File: config.mk
export PLATFORM = sky130hd
export DESIGN_NAME = stopwatch_ctrl
export DESIGN_NICKNAME = d
export VERILOG_FILES = /design/src/rtl/stopwatch_pkg.sv /design/src/rtl/bcd_digit.sv /design/src/rtl/stopwatch_ctrl.sv
export SDC_FILE = /design/constraint.sdc
export NUM_CORES = 1
export LEC_CHECK = 0
export ABC_AREA = 0
export BUFFER_PORTS_ARGS = -buffer_cell sky130_fd_sc_hd__buf_2
export CAP_MARGIN = 20
export CORE_MARGIN = 3
export CORE_UTILIZATION = 60
export CTS_CLUSTER_SIZE = 40
export DETAILED_ROUTE_END_ITERATION = 12
export PLACE_DENSITY_LB_ADDON = 0.1
export SETUP_SLACK_MARGIN = 0.02
export SYNTH_ARGS = -nofsm -noshare
export SYNTH_HDL_FRONTEND = slang
export SYNTH_SLANG_ARGS = --single-unit
File: constraint.sdc
create_clock -name x -period 3.1 [get_ports x]
set_input_delay 0.465 -clock x [delete_from_list [all_inputs] [get_ports x]]
set_output_delay 0.465 -clock x [all_outputs]
set_load 0.005 [all_outputs]
File: src/rtl/stopwatch_pkg.sv
// Shared encodings for the stopwatch controller: mode states and BCD digit constants.
package stopwatch_pkg;
  localparam int         DIGIT_W = 4;
  localparam logic [3:0] BCD_MAX = 4'd9;

  typedef enum logic [1:0] {
    ST_IDLE  = 2'b00,
    ST_RUN   = 2'b01,
    ST_PAUSE = 2'b10,
    ST_SPLIT = 2'b11
  } state_t;
endpackage

File: src/rtl/bcd_digit.sv
// One BCD decade digit: counts 0..9 when enabled, wraps 9->0 and flags carry to the next digit.
module bcd_digit
  import stopwatch_pkg::*;
(
  input  logic               x,
  input  logic               reset,
  input  logic               clr,
  input  logic               en,
  output logic [DIGIT_W-1:0] digit,
  output logic               carry
);

  logic [DIGIT_W-1:0] r_digit;

  always_ff @(posedge x or posedge reset) begin
    if (reset)
      r_digit <= '0;
    else if (clr)
      r_digit <= '0;
    else if (en)
      r_digit <= (r_digit == BCD_MAX) ? '0 : r_digit + DIGIT_W'(1);
  end

  assign digit = r_digit;
  assign carry = en && (r_digit == BCD_MAX);

endmodule

File: src/rtl/stopwatch_ctrl.sv
// Start/stop/lap/clear stopwatch: command edge detect, mode FSM, tick prescaler,
// cascaded BCD digit chain and a frozen split-time display path.
module stopwatch_ctrl
  import stopwatch_pkg::*;
#(
  parameter int TICK_DIV = 10,
  parameter int DIGITS   = 4
) (
  input  logic                    x,
  input  logic                    reset,
  input  logic                    start_stop,
  input  logic                    lap,
  input  logic                    clear,
  output logic [DIGIT_W*DIGITS-1:0] count_bcd,
  output logic [DIGIT_W*DIGITS-1:0] disp_bcd,
  output logic                    running,
  output logic                    split,
  output logic                    overflow
);

  localparam int            PW       = (TICK_DIV > 1) ? $clog2(TICK_DIV) : 1;
  localparam logic [PW-1:0] PRE_LAST = PW'(TICK_DIV - 1);

  state_t                       r_state, w_state_nxt;
  logic [2:0]                   r_cmd_q;
  logic                         r_armed;
  logic [PW-1:0]                r_presc;
  logic [DIGIT_W*DIGITS-1:0]    r_snap;
  logic                         r_ovf;
  logic [DIGIT_W*DIGITS-1:0]    w_count, w_count_nxt;
  logic [DIGITS-1:0]            w_en, w_carry;
  logic [2:0]                   w_rise;
  logic                         w_ev_clr, w_ev_ss, w_ev_lap;
  logic                         w_active, w_tick, w_clr, w_load_snap;

  // Events are masked for the first edge after reset so a level already held
  // high through reset is not mistaken for a fresh press.
  assign w_rise   = {clear, start_stop, lap} & ~r_cmd_q & {3{r_armed}};
  assign w_ev_clr = w_rise[2];
  assign w_ev_ss  = w_rise[1] & ~w_rise[2];
  assign w_ev_lap = w_rise[0] & ~|w_rise[2:1];

  always_ff @(posedge x or posedge reset) begin
    if (reset) begin
      r_cmd_q <= '0;
      r_armed <= 1'b0;
    end else begin
      r_cmd_q <= {clear, start_stop, lap};
      r_armed <= 1'b1;
    end
  end

  always_ff @(posedge x or posedge reset) begin
    if (reset) r_state <= ST_IDLE;
    else       r_state <= w_state_nxt;
  end

  always_comb begin
    w_state_nxt = r_state;
    w_clr       = 1'b0;
    w_load_snap = 1'b0;
    case (r_state)
      ST_IDLE: begin
        if (w_ev_clr)     w_clr = 1'b1;
        else if (w_ev_ss) w_state_nxt = ST_RUN;
      end
      ST_RUN: begin
        if (w_ev_ss) w_state_nxt = ST_PAUSE;
        else if (w_ev_lap) begin
          w_state_nxt = ST_SPLIT;
          w_load_snap = 1'b1;
        end
      end
      ST_SPLIT: begin
        if (w_ev_ss)       w_state_nxt = ST_PAUSE;
        else if (w_ev_lap) w_state_nxt = ST_RUN;
      end
      ST_PAUSE: begin
        if (w_ev_clr) begin
          w_state_nxt = ST_IDLE;
          w_clr       = 1'b1;
        end else if (w_ev_ss) w_state_nxt = ST_RUN;
      end
    endcase
  end

  assign w_active = (r_state == ST_RUN) || (r_state == ST_SPLIT);
  assign w_tick   = w_active && (r_presc == PRE_LAST);

  always_ff @(posedge x or posedge reset) begin
    if (reset)
      r_presc <= '0;
    else if ((r_state == ST_IDLE) || w_clr)
      r_presc <= '0;
    else if (w_active)
      r_presc <= w_tick ? '0 : r_presc + PW'(1);
  end

  for (genvar i = 0; i < DIGITS; i++) begin : g_digit
    logic [DIGIT_W-1:0] w_d;
    if (i == 0) begin : g_first
      assign w_en[i] = w_tick;
    end else begin : g_rest
      assign w_en[i] = w_carry[i-1];
    end
    bcd_digit u_digit (
      .x    (x),
      .reset(reset),
      .clr  (w_clr),
      .en   (w_en[i]),
      .digit(w_d),
      .carry(w_carry[i])
    );
    assign w_count[DIGIT_W*i +: DIGIT_W]     = w_d;
    // Post-edge digit value, so a snapshot taken on a tick edge includes that tick.
    assign w_count_nxt[DIGIT_W*i +: DIGIT_W] =
      w_en[i] ? ((w_d == BCD_MAX) ? '0 : w_d + DIGIT_W'(1)) : w_d;
  end

  always_ff @(posedge x or posedge reset) begin
    if (reset)                    r_ovf <= 1'b0;
    else if (w_clr)               r_ovf <= 1'b0;
    else if (w_carry[DIGITS-1])   r_ovf <= 1'b1;
  end

  always_ff @(posedge x or posedge reset) begin
    if (reset)            r_snap <= '0;
    else if (w_load_snap) r_snap <= w_count_nxt;
  end

  assign count_bcd = w_count;
  assign split     = (r_state == ST_SPLIT);
  assign disp_bcd  = split ? r_snap : w_count;
  assign running   = w_active;
  assign overflow  = r_ovf;

endmodule
---- Word-level counts from Yosys, hierarchy flattened ----
Cells that the tools add are included.
W data, S select, Z words.
cells by class
  bitwise operators ....................... 6
  reductions and logical operators ........ 14
  equal/unequal tests ..................... 11
  multiplexer cells ....................... 31
  add/subtract/negate cells ............... 5
operators by type and width
  operator               count
  $mux W4                15
  $add A4 B1 Y4 const B  5
  $eq A4 B4 Y1 const B   5
  $mux W16               1
  $mux W2                7
  $pmux W2 S4            1
  $mux W1                7
  $and A3 B3 Y3          2
  $logic_and A1 B1 Y1    5
  $eq A2 B2 Y1 const B   2
  $reduce_bool A2 Y1     2
  $reduce_or A2 Y1       2
  $ne A3 B1 Y1 const B   1
  $ne A3 B3 Y1 const B   1
  $not A3 Y3             1
  $reduce_and A3 Y1      1
  $and A1 B1 Y1          2
  $eq A2 B1 Y1 const B   1
  $logic_not A2 Y1       1
  $logic_or A1 B1 Y1     2
  $ne A2 B2 Y1 const B   1
  $logic_not A1 Y1       1
  $not A1 Y1             1
storage, ports and cells
  register bits after elaboration ......... 43
  output and inout port bits .............. 35
  bits of input ports ..................... 5

---- Depth between registers and ports, before layout ----
  depth after elaboration ................. 9
  gate-level depth with buffers ........... 7

---- Modules after synthesis ----
Synthesis repeated with hierarchy kept, for this count alone.
second synthesis, totals
  cells, all modules ...................... 281
  area, all modules ....................... 2557.5 um^2
modules (own cells, without submodules)
  module          area each (um^2)  sequential area each (um^2)  instances  cells each
  stopwatch_ctrl  1581.5            675.6                        1          173
  bcd_digit       244.0             100.1                        4          27

---- Worst setup path after synthesis ----
OpenSTA, ideal clock, no wires.
  path type ............................... input-to-reg
  start ................................... input port start_stop
  end ..................................... register r_snap[3]
  stages .................................. 6
  buffers on the path ..................... 2
  arrival time ............................ 1.774 ns
  slack ................................... 1.201 ns
  path through ............................ nor2b_1 > nor4_4 > and2_1 > buf_4 > buf_6 > mux2_2
on the way
  cells in the longest elaborated chain, start to end .. 8
ends and longest elaborated chain
  element                          RTL line               source
  from (decl)                      stopwatch_ctrl.sv:11   input logic start_stop,
  $and A3 B3 Y3 (*) (2 in series)  stopwatch_ctrl.sv:38   assign w_rise = {clear, start_stop, lap} & ~r_cmd_q & {3{r_armed}};
  $reduce_or A2 Y1                 stopwatch_ctrl.sv:41   assign w_ev_lap = w_rise[0] & ~|w_rise[2:1];
  $logic_not A1 Y1                 stopwatch_ctrl.sv:41
  $and A1 B1 Y1                    stopwatch_ctrl.sv:41
  $mux W1                          stopwatch_ctrl.sv:69   else if (w_ev_lap) begin
  $mux W1 (*)                      stopwatch_ctrl.sv:68   if (w_ev_ss) w_state_nxt = ST_PAUSE;
  $mux W1 (*)                      stopwatch_ctrl.sv:62   case (r_state)
  to (signal assigned)             stopwatch_ctrl.sv:128  else if (w_load_snap) r_snap <= w_count_nxt;
  to (decl)                        stopwatch_ctrl.sv:28   logic [DIGIT_W*DIGITS-1:0] r_snap;
Every way passes the cells marked *; elsewhere a longest branch is shown, timed or not.
A chain may end at the register's enable or synchronous reset.

---- Final worst setup path ----
  start ................................... register r_state[0]
  end ..................................... register r_snap[14]
on the way
  cells in the longest elaborated chain, start to end .. 7
ends and longest elaborated chain
  element                                       RTL line                                    source
  from (decl)                                   stopwatch_ctrl.sv:24                        state_t r_state, w_state_nxt;
  from (signal assigned)                        stopwatch_ctrl.sv:55                        else r_state <= w_state_nxt;
  $eq A2 B1 Y1 or $eq A2 B2 Y1 (tied branches)  stopwatch_ctrl.sv:62, stopwatch_ctrl.sv:87
  $logic_or A1 B1 Y1                            stopwatch_ctrl.sv:87                        assign w_active = (r_state == ST_RUN) || (r_state == ST_SPLIT);
  $logic_and A1 B1 Y1                           stopwatch_ctrl.sv:88                        assign w_tick = w_active && (r_presc == PRE_LAST);
  $logic_and A1 B1 Y1 (3 in series)             bcd_digit.sv:25                             assign carry = en && (r_digit == BCD_MAX);
  $mux W4                                       --
Several ways; a longest one is shown, not always the timed one.

==> results by group <==
Critical path
  • CP max FO: 18
  • Arrival time at the worst endpoint: 2.61 ns
  • CP peak stage delay: 0.73 ns
  • Kind of critical path: flop to flop
  • Critical path required time: 3.33 ns
  • CP max-delay cell: dfrtp_1
  • Top cell family by delay on the critical path: simple AND/OR/NAND/NOR gates
  • Startpoint class of the critical path: flop
  • Crit path capture type: flop
  • Buf+Inv Stages, Crit Path: 0
  • CP Cell Sequence: and4b_1, nand3_4, or4_1, a31oi_1

Clock tree
  • H-tree levels: 2
  • Clock tree sinks: 43
  • Post-cts gate resize count: 0
  • Clk_lat worst skew: 0.30 ns
  • TritonCTS clock tree: yes
  • Root buffer cell: clkbuf_8
  • Clk buf depth: 2
  • Cts bufs inserted: 5
  • Reg clk slew, reported paths: 0.08 ns
  • Post CTS Setup Buffer Count: 0
  • Hold buffers post-CTS: 0

Place
  • Number of port buffers: 39
  • Post-place setup slack: 0.724 ns
  • Routability congestion estimate from global placement: 0.827
  • Dpl hpwl: 3540 µm

Global routing
  • Global-route wire length before repair: 8590 µm
  • Initial antenna violation count: 0
  • Total track usage: 0.254
  • Total congestion overflow: 0
  • Pin count of the biggest net entering global routing: 27
  • Vias in the first global route: 1812

Logic synthesis
  • Syn Area/Cell: 10.4 µm²
  • Cell area after synthesis: 0.00229 mm²
  • Post-synth top area cell: dfrtp_1
  • Synth area leaders: dfrtp_1 47%, mux2_2 8.8%, a21oi_1 4.8%
  • Commonest cells in the netlist: 43 x dfrtp_1, 22 x a21oi_1, 18 x mux2_2
  • Syn_nets: 227
  • Post-synth cell types: 48
  • Post-synth EDFFs: 0
  • FF+latch count, synth: 43
  • Cell with the most instances after synthesis: dfrtp_1
  • Yosys warning total: 0
  • Post-synthesis sequential area ratio: 0.470
  • Top-area cell type share of the netlist area: 0.470
  • Prevailing post-synth register cell: dfrtp_1
  • Cell count after synthesis: 220
  • Ys async rst share: 1.00

Timing
  • Setup Viol. Count Final: 0
  • RSZ-0062 raised after global routing: no
  • Min Tclk post-route: 2.38 ns
  • Final worst path period share: 0.768
  • Fin Clk Skew: 0.00625 ns
  • Worst rel slew slack: 0.465
  • FMAX: 420 MHz
  • Final WS setup: 0.718 ns
  • Fin Hold WS: 0.249 ns
  • Final TNS setup: 0 ns
  • Fin. max-slew vios: 0
  • Final Hold Fails: 0
  • Tightest Pin Transition: 0.800 ns

Detailed routing
  • ANT nets after route: 0
  • Initial DRT Pass Iterations: 4
  • Vias/cell: 6.09
  • Vias post-DR: 1876
  • 1st-iter DRT viols: 158
  • Detailed Route WL: 5170 µm
  • DRC viols: 0
  • Drt wl/cell: 16.8 µm

Floorplanning
  • Full die area: 0.00460 mm²
  • Io pins: 40
  • Initial Utilization: 0.656
  • Die width: 67.8 µm
  • Row cnt: 21
  • Die Y: 67.8 µm
  • Core area: 0.00349 mm²

Finish
  • Sequential standard cell area: 0.00108 mm²
  • Antenna diode count: 0
  • Area growth, synth to finish: 15.1%
  • Final core occ: 0.754
  • Layout cells sized above 1: 0.282
  • Filler Cells Inserted: 265
  • Area of the multi-input gates: 0.00111 mm²
  • Nets: 268

Power and ir drop
  • Peak VDD IR: 0.422 mV
  • Internal power: 1.16 mW
  • Switching share of power: 0.334
  • Clock Power Share: 0.261
  • Seq pwr share: 0.469
  • Leakage: 1.25 nW
  • Comb pwr share: 0.269
  • Switching power: 581 µW
  • Power Density: 660 mW/mm²

Job
  • Max-Cap Viols: 0

Worst hold path
  • Hold crit path type: primary input to async pin

Run status
  • Outcome: complete, no violations
[power groups by stage]
stage                     Clock [mW]  Combinational (mW)  Sequential (mW)
final                          0.454               0.469            0.816
after CTS                      0.456               0.475            0.816
after global routing           0.482               0.529            0.837
after global placement             0               0.460            0.817
after detailed placement           0               0.470            0.825
after floorplan                    0               0.356            0.762
[per-stage QoR]
step | instance area, µm² | power (mW) | cells
after global routing | 2640 | 1.85 | 308
after global placement | 2520 | 1.28 | 300
after detailed placement | 2520 | 1.30 | 300
final | 2640 | 1.74 | 308
after floorplan | 2290 | 1.12 | 220
after CTS | 2640 | 1.75 | 308
[sequential cells by signal, summed over array words and instances, names as in the netlist]
register / count
g_digit.u_digit.digit: 16
r_cmd_q: 3
r_presc: 4
r_state: 2
r_snap: 16
r_armed: 1
overflow: 1
[worst reg2reg max path: stages, from the launching register on]
cell	delay [ns]
dfrtp_1	0.73
and4b_1	0.64
nand3_4	0.22
or4_1	0.56
a31oi_1	0.17
[logic make-up (layout without fill, tap and decap cells)]
group,count (synthesis),count (layout),share of synthesized area
AO/OA/AOI/OAI,57,57,0.148
other,1,1,0.00164
AND/OR/NAND/NOR,67,67,0.187
XOR/XNOR,9,9,0.0344
adder cells (fa/ha/maj),2,2,0.0109
flip-flops,43,43,0.470
buffers and inverters,20,62,0.0453
multiplexers,21,21,0.103
[area by class of cell]
class,count,area share
tap,46,0.0218
clock buffer,6,0.0313
timing repair buffer,45,0.0911
multi-input combinational,157,0.421
sequential,43,0.408
clock inverter,2,0.0133
inverter,9,0.0128
[final timing paths]
check,startpoint,endpoint,slack [ns],cells past startpoint
setup / recovery,r_state[0],r_snap[14],0.72,4
hold / removal,reset,r_snap[12],0.25,2
setup reg to reg,r_state[0],r_snap[14],0.72,4
hold reg to reg,r_snap[8],r_snap[8],0.49,1
max in group asynchronous,reset,r_state[0],2.07,3
min in group x,start_stop,r_cmd_q[1],0.29,1
[cells in the final DEF, fill, tap and decap left out, types with 2 or more instances in the layout]
cell type	n
nor3_1	2
xnor2_1	7
nor3b_1	3
buf_4	6
o21a_1	8
a31oi_1	6
o31ai_1	3
nor4bb_1	2
nand3b_1	3
nand2_1	14
mux2_1	3
xor2_1	2
o21ai_0	10
buf_2	39
mux2_2	18
dfrtp_1	43
inv_1	7
nor2_1	7
o21ai_1	3
clkbuf_8	6
a21oi_1	22
nand3_1	7
nor2b_1	5
ha_1	2
nor4_1	2
and4bb_1	2
nand4b_1	3
nand4_1	4
and2_1	2
nand2b_1	3
[metal layers]
| layer | vias up | part of all wire | global-route usage |
|---|---|---|---|
| met4 | 0 | 0.012 | 0.104 |
| met3 | 7 | 0.065 | 0.0566 |
| met5 | - | 0 | 0 |
| met2 | 61 | 0.48 | 0.391 |
| li1 | 877 | - | - |
| met1 | 931 | 0.45 | 0.346 |
No activity file was read; power rests on OpenSTA's default activity.
